File: src/rtl/emib_burst_reader.sv
// EMIB burst reader: fetches len words from start = base + offset over a fixed-latency
// RAM port into a first-word-fall-through FIFO. Optional macro EMIB_RD_LEN_CHECK_EN rejects len > MAX_LEN.
module emib_burst_reader #(
  parameter int DATA_W  = 16,
  parameter int ADDR_W  = 16,
  parameter int FIFO_AW = 8,
  parameter int RD_LAT  = 3,
  parameter int MAX_LEN = 256
) (
  input  logic               i_clk,
  input  logic               i_rst_n,
  input  logic               i_rd_en,
  input  logic               i_error,
  input  logic [ADDR_W-1:0]  i_base_addr,
  input  logic [ADDR_W-1:0]  i_offset_addr,
  input  logic [ADDR_W-1:0]  i_len,
  output logic               o_ram_rd_en,
  output logic [ADDR_W-1:0]  o_ram_addr,
  input  logic [DATA_W-1:0]  i_ram_data,
  input  logic               i_rsp_en,
  output logic               o_rsp_valid,
  output logic [DATA_W-1:0]  o_rsp_data,
  output logic               o_busy,
  output logic               o_read_done,
  output logic               o_read_error,
  output logic [ADDR_W-1:0]  o_len,
  output logic [FIFO_AW:0]   o_fifo_level
);

  localparam int DEPTH = 1 << FIFO_AW;
  localparam int CW    = FIFO_AW + 5;

  typedef enum logic [2:0] {IDLE, CHECK, ISSUE, DRAIN, DONE, ERR} state_t;

  state_t              state_reg, state_next;
  logic [ADDR_W-1:0]   start_reg, len_reg, ptr_reg, len_out_reg;
  logic [RD_LAT-1:0]   vld_pipe_reg;
  logic [3:0]          inflight;
  logic [CW-1:0]       credit_sum;
  logic                can_issue, last_issue, len_err;

  logic [DATA_W-1:0]   mem [DEPTH];
  logic [DATA_W-1:0]   head_reg;
  logic [FIFO_AW-1:0]  wr_ptr_reg, rd_ptr_reg, rd_ptr_next;
  logic [FIFO_AW:0]    level_reg;
  logic                push, pop;

  always_comb begin
    inflight = '0;
    for (int i = 0; i < RD_LAT; i++) inflight = inflight + 4'(vld_pipe_reg[i]);
  end

  // Reads still in the RAM pipe already own a FIFO slot, so the FIFO cannot overflow.
  assign credit_sum = CW'(level_reg) + CW'(inflight);
  assign can_issue  = credit_sum < CW'(DEPTH);
  assign last_issue = (ptr_reg == len_reg - ADDR_W'(1));

`ifdef EMIB_RD_LEN_CHECK_EN
  assign len_err = (len_reg > ADDR_W'(MAX_LEN));
`else
  // MAX_LEN is never negative, so this compiles to a constant 0.
  assign len_err = (MAX_LEN < 0);
`endif

  always_ff @(posedge i_clk or negedge i_rst_n) begin
    if (!i_rst_n) state_reg <= IDLE;
    else          state_reg <= state_next;
  end

  always_comb begin
    state_next = state_reg;
    case (state_reg)
      IDLE:  if (i_rd_en) state_next = CHECK;
      CHECK: begin
        if (i_error || len_err)  state_next = ERR;
        else if (len_reg == '0)  state_next = DONE;
        else                     state_next = ISSUE;
      end
      ISSUE: if (o_ram_rd_en && last_issue) state_next = DRAIN;
      DRAIN: if (inflight == '0) state_next = DONE;
      DONE:  state_next = IDLE;
      ERR:   state_next = IDLE;
      default: state_next = IDLE;
    endcase
  end

  always_comb begin
    o_ram_rd_en  = 1'b0;
    o_ram_addr   = '0;
    o_read_done  = 1'b0;
    o_read_error = 1'b0;
    o_busy       = (state_reg != IDLE);
    case (state_reg)
      ISSUE: begin
        if (can_issue) begin
          o_ram_rd_en = 1'b1;
          o_ram_addr  = start_reg + ptr_reg;
        end
      end
      DONE:    o_read_done  = 1'b1;
      ERR:     o_read_error = 1'b1;
      default: ;
    endcase
  end

  always_ff @(posedge i_clk or negedge i_rst_n) begin
    if (!i_rst_n) begin
      start_reg   <= '0;
      len_reg     <= '0;
      ptr_reg     <= '0;
      len_out_reg <= '0;
    end else begin
      if (state_reg == IDLE && i_rd_en) begin
        start_reg <= i_base_addr + i_offset_addr;
        len_reg   <= i_len;
        ptr_reg   <= '0;
      end else if (o_ram_rd_en) begin
        ptr_reg <= ptr_reg + ADDR_W'(1);
      end
      if (state_next == DONE)     len_out_reg <= len_reg;
      else if (state_next == ERR) len_out_reg <= '0;
    end
  end

  always_ff @(posedge i_clk or negedge i_rst_n) begin
    if (!i_rst_n) begin
      vld_pipe_reg <= '0;
    end else begin
      for (int i = RD_LAT - 1; i > 0; i--) vld_pipe_reg[i] <= vld_pipe_reg[i-1];
      vld_pipe_reg[0] <= o_ram_rd_en;
    end
  end

  assign push        = vld_pipe_reg[RD_LAT-1];
  assign pop         = i_rsp_en && (level_reg != '0);
  assign rd_ptr_next = pop ? rd_ptr_reg + FIFO_AW'(1) : rd_ptr_reg;

  // Registered head read with write bypass keeps first-word-fall-through on a block RAM.
  always_ff @(posedge i_clk) begin
    if (push) mem[wr_ptr_reg] <= i_ram_data;
    if (push && (wr_ptr_reg == rd_ptr_next)) head_reg <= i_ram_data;
    else                                     head_reg <= mem[rd_ptr_next];
  end

  always_ff @(posedge i_clk or negedge i_rst_n) begin
    if (!i_rst_n) begin
      wr_ptr_reg <= '0;
      rd_ptr_reg <= '0;
      level_reg  <= '0;
    end else begin
      if (push) wr_ptr_reg <= wr_ptr_reg + FIFO_AW'(1);
      rd_ptr_reg <= rd_ptr_next;
      case ({push, pop})
        2'b10:   level_reg <= level_reg + 1'b1;
        2'b01:   level_reg <= level_reg - 1'b1;
        default: level_reg <= level_reg;
      endcase
    end
  end

  assign o_rsp_valid  = (level_reg != '0);
  assign o_rsp_data   = o_rsp_valid ? head_reg : '0;
  assign o_fifo_level = level_reg;
  assign o_len        = len_out_reg;

endmodule

File: config.mk
export PLATFORM = sky130hd
export DESIGN_NAME = emib_burst_reader
export DESIGN_NICKNAME = d
export VERILOG_FILES = /design/src/rtl/emib_burst_reader.sv
export SDC_FILE = /design/constraint.sdc
export NUM_CORES = 2
export LEC_CHECK = 0
export BUFFER_PORTS_ARGS = -buffer_cell sky130_fd_sc_hd__buf_2
export CELL_PAD_IN_SITES_DETAIL_PLACEMENT = 0
export CELL_PAD_IN_SITES_GLOBAL_PLACEMENT = 1
export CORE_ASPECT_RATIO = 0.5
export CORE_UTILIZATION = 57
export CTS_BUF_LIST = sky130_fd_sc_hd__clkbuf_16
export DETAILED_ROUTE_END_ITERATION = 10
export PLACE_DENSITY_LB_ADDON = 0.2
export SYNTH_ARGS = -nofsm -noshare
export SYNTH_HDL_FRONTEND = slang
export SYNTH_SLANG_ARGS = --single-unit
File: constraint.sdc
create_clock -name i_clk -period 4.3 [get_ports i_clk]
set_input_delay 0.43 -clock i_clk [delete_from_list [all_inputs] [get_ports i_clk]]
set_output_delay 0.43 -clock i_clk [all_outputs]
set_load 0.05 [all_outputs]
==> impl_metrics.yaml <==
setup_path:
  worst_ep_arrival_time_ns: 4.50
  crit_required_ns: 3.87
  path_max_fanout: 8
  path_class: "flip-flop to primary output"
  end_kind: "primary output"
  cp-start-kind: "flip-flop"
  worst_r2r_path_depth: 13
timing:
  timing.hold.ws_ns: 0.0582
  fmax_mhz: 203
  post-route-period-util_pct: 115
  slew_headroom_pct: 7.42
  finalSetupViolCount: 16
  slew_viol_final: 0
  setup_tns_ns: -9.27
  rsz0062_at_grt: "true"
  worstMarginPinSlew_ns: 1.39
  fin_ws_ns: -0.630
  period_minus_slack_ns: 4.93
  hold_viol: 0
  skew_ns: 0.0526
yosys:
  synth_compound_area_share_pct: 0.738
  ys_seq_elements: 4199
  syn_avg_cell_area_um2: 23.4
  yosys-top-cells-area: "edfxtp_1 76%, mux4_2 18%, dfrtp_1 1.5%"
  synth-simple-area-share_pct: 1.67
  synth_top_family_by_area: "multiplexers"
  synth_fa_ha_area_share_pct: 0.403
  synth_area_um2: 163000
  ys_async_sr_fraction_pct: 2.26
  syn_inst: 6965
  ys_warn_count: 0
  yosys.cell_types.count: 53
  yosys.area.top_type_share_pct: 75.6
  synth_edf_count: 4096
  synthMuxAreaShare_pct: 18.5
  syn-num-nets: 7084
  ys_seq_area_share_pct: 77.2
  synth_top_area_cell: "edfxtp_1"
  synthFlopType: "edfxtp_1"
  synth_xor_area_share_pct: 0.431
power_and_ir_drop:
  power_density_nw_per_um2: 626
  p_leak_nw: 59.9
  total_power_w: 0.117
  irDropWorstVdd_mv: 0.567
route:
  drt-total-wl_um: 406000
  wl_per_cell_um: 34.1
  via_per_inst: 6.61
  first_pass_iters: 5
  antenna_left: 0
  via_count: 78700
  drc: 0
  drt_first_iter_violations: 10600
grt:
  grt_first_pass_wirelength_um: 577000
  grt_pass1_vias: 79400
  overflow: 0
  grt_max_degree: 192
  grt_use_total_pct: 28.3
  antenna_found_initial: 14
die:
  rows: 138
  num_io_pins: 131
  initial_utilization_pct: 57.4
  core-area_um2: 283000
  fp.dieArea_um2: 288000
  dieHeight_um: 380
  die_x_um: 757
cells_and_area:
  multiInputGateArea_um2: 36200
  top_register: "mem"
  post-route-util_pct: 66.1
  num-nets-final: 7968
  regArea_um2: 126000
  largest_register_ffs: 4096
  final_common_cell: "edfxtp_1"
  final_cell_mix: "4,096 x edfxtp_1, 1,280 x mux4_2, 562 x buf_4, 374 x clkbuf_16, 297 x nor2_1"
  final_layout_size_suffix_gt1_share_pct: 34.0
  final.fill_count: 17600
  area_growth_pct: 15.1
cts:
  cts.sink_count: 4199
  htree_num_levels: 5
  clockBufferDepth: 4
  cts_buffers: 357
  clk_latency_ns: 0.92
  cts-root-buf: "clkbuf_16"
  cts_tree: "built"
  clk_pin_slew_ns: 0.07
min_path:
  min-delay-path-class: "input port to flip-flop"
  hold_depth: 4
run_status:
  violations: "setup timing"
  status: "finished, violations left"
placed_design:
  dp_hpwl_um: 235000
  gp_congestion: 0.883
  io_buffers: 130
  post-place-ws_ns: -0.360
run:
  cap_violations: 0
[path summary, 6_finish.rpt]
path	start	to	slack [ns]
setup reg to reg	o_fifo_level[2]	o_fifo_level[8]	0.60
min in group asynchronous	i_rst_n	start_reg[15]	0.21
hold / removal	i_offset_addr[14]	start_reg[14]	0.06
hold reg to reg	vld_pipe_reg[0]	vld_pipe_reg[1]	0.41
max in group asynchronous	i_rst_n	wr_ptr_reg[2]	3.04
setup / recovery	flip-flop	o_rsp_data[8]	-0.63
[routing by layer]
layer / track usage, % / up-vias / part of all wire (%) / wire, um
met5: 0 / - / 0.0052 / 21
met3: 6.28 / 621 / 11 / 44600
met4: 7.30 / 4 / 2.9 / 11800
met1: 41.7 / 42200 / 39 / 158000
met2: 43.8 / 4453 / 47 / 192000
li1: - / 31400 / - / -
[report_power, final]
part / switching (W) / internal (W) / total, W
sequential: 0.000601 / 0.0453 / 0.0459
combinational: 0.0198 / 0.0195 / 0.0392
clock: 0.0145 / 0.0176 / 0.0320
total: 0.0348 / 0.0824 / 0.117
[cell usage after synthesis (all sizes together), types with 3 or more instances]
| cell type | n |
|---|---|
| o22ai | 65 |
| or3 | 7 |
| edfxtp | 4096 |
| fa | 4 |
| or4 | 19 |
| dfrtp | 95 |
| and2 | 6 |
| o31ai | 5 |
| o21ai | 59 |
| a21o | 8 |
| nand2 | 155 |
| xor2 | 40 |
| xnor2 | 40 |
| nor4 | 5 |
| a211oi | 5 |
| o41ai | 3 |
| dfxtp | 8 |
| nor2b | 14 |
| or2 | 3 |
| mux2i | 132 |
| nor2 | 301 |
| o21bai | 6 |
| a21oi | 26 |
| buf | 155 |
| ha | 46 |
| clkbuf | 225 |
| a31oi | 9 |
| inv | 20 |
| nand3 | 39 |
| nand2b | 9 |
| nand4 | 16 |
| mux4 | 1280 |
| and3 | 9 |
| nor3 | 34 |
[kinds of logic after synthesis]
| kind of cell | Yosys count |
|---|---|
| buf+inv | 400 |
| simple gates | 625 |
| fa+ha+maj | 50 |
| mux | 1413 |
| compound gates | 198 |
| flops | 4199 |
| xor+xnor | 80 |
[worst max-delay path: stages, from the launching register on]
cell	delay, ns
dfxtp_4	0.36
buf_12	0.17
buf_16	0.20
buf_16	0.16
buf_12	0.14
clkbuf_16	0.15
buf_12	0.10
mux4_2	0.51
mux4_2	0.53
mux2i_1	0.20
buf_4	0.20
o22ai_1	0.10
or4_4	0.54
buf_6	0.18
[final cells by class]
| cell class | instances | share of cell area (%) |
|---|---|---|
| tap | 3780 | 2.53 |
| timing repair buffer | 905 | 5.00 |
| clock buffer | 367 | 4.90 |
| sequential | 4199 | 67.1 |
| multi-input combinational | 2366 | 19.3 |
| inverter | 20 | 0.0401 |
| antenna | 4 | 0.00535 |
| clock inverter | 271 | 1.14 |
[metrics by stage]
step	area, um^2	instances
finish	187000	11900
global placement	172000	11100
floorplan	163000	6965
CTS	187000	11900
detailed placement	172000	11100
global route	187000	11900
[timing repair]
| item | 4_1_cts | 5_1_grt |
|---|---|---|
| cloned | 24 | 6 |
| endpoints found under the setup margin | 19 | 23 |
| setup buffers | 69 | 42 |
| resized for setup | 214 | 60 |
| endpoints found under the hold margin | 185 | 0 |
| hold buffers | 31 | 0 |
| pin swaps | 16 | 14 |
No activity file was read; power rests on OpenSTA's default activity.
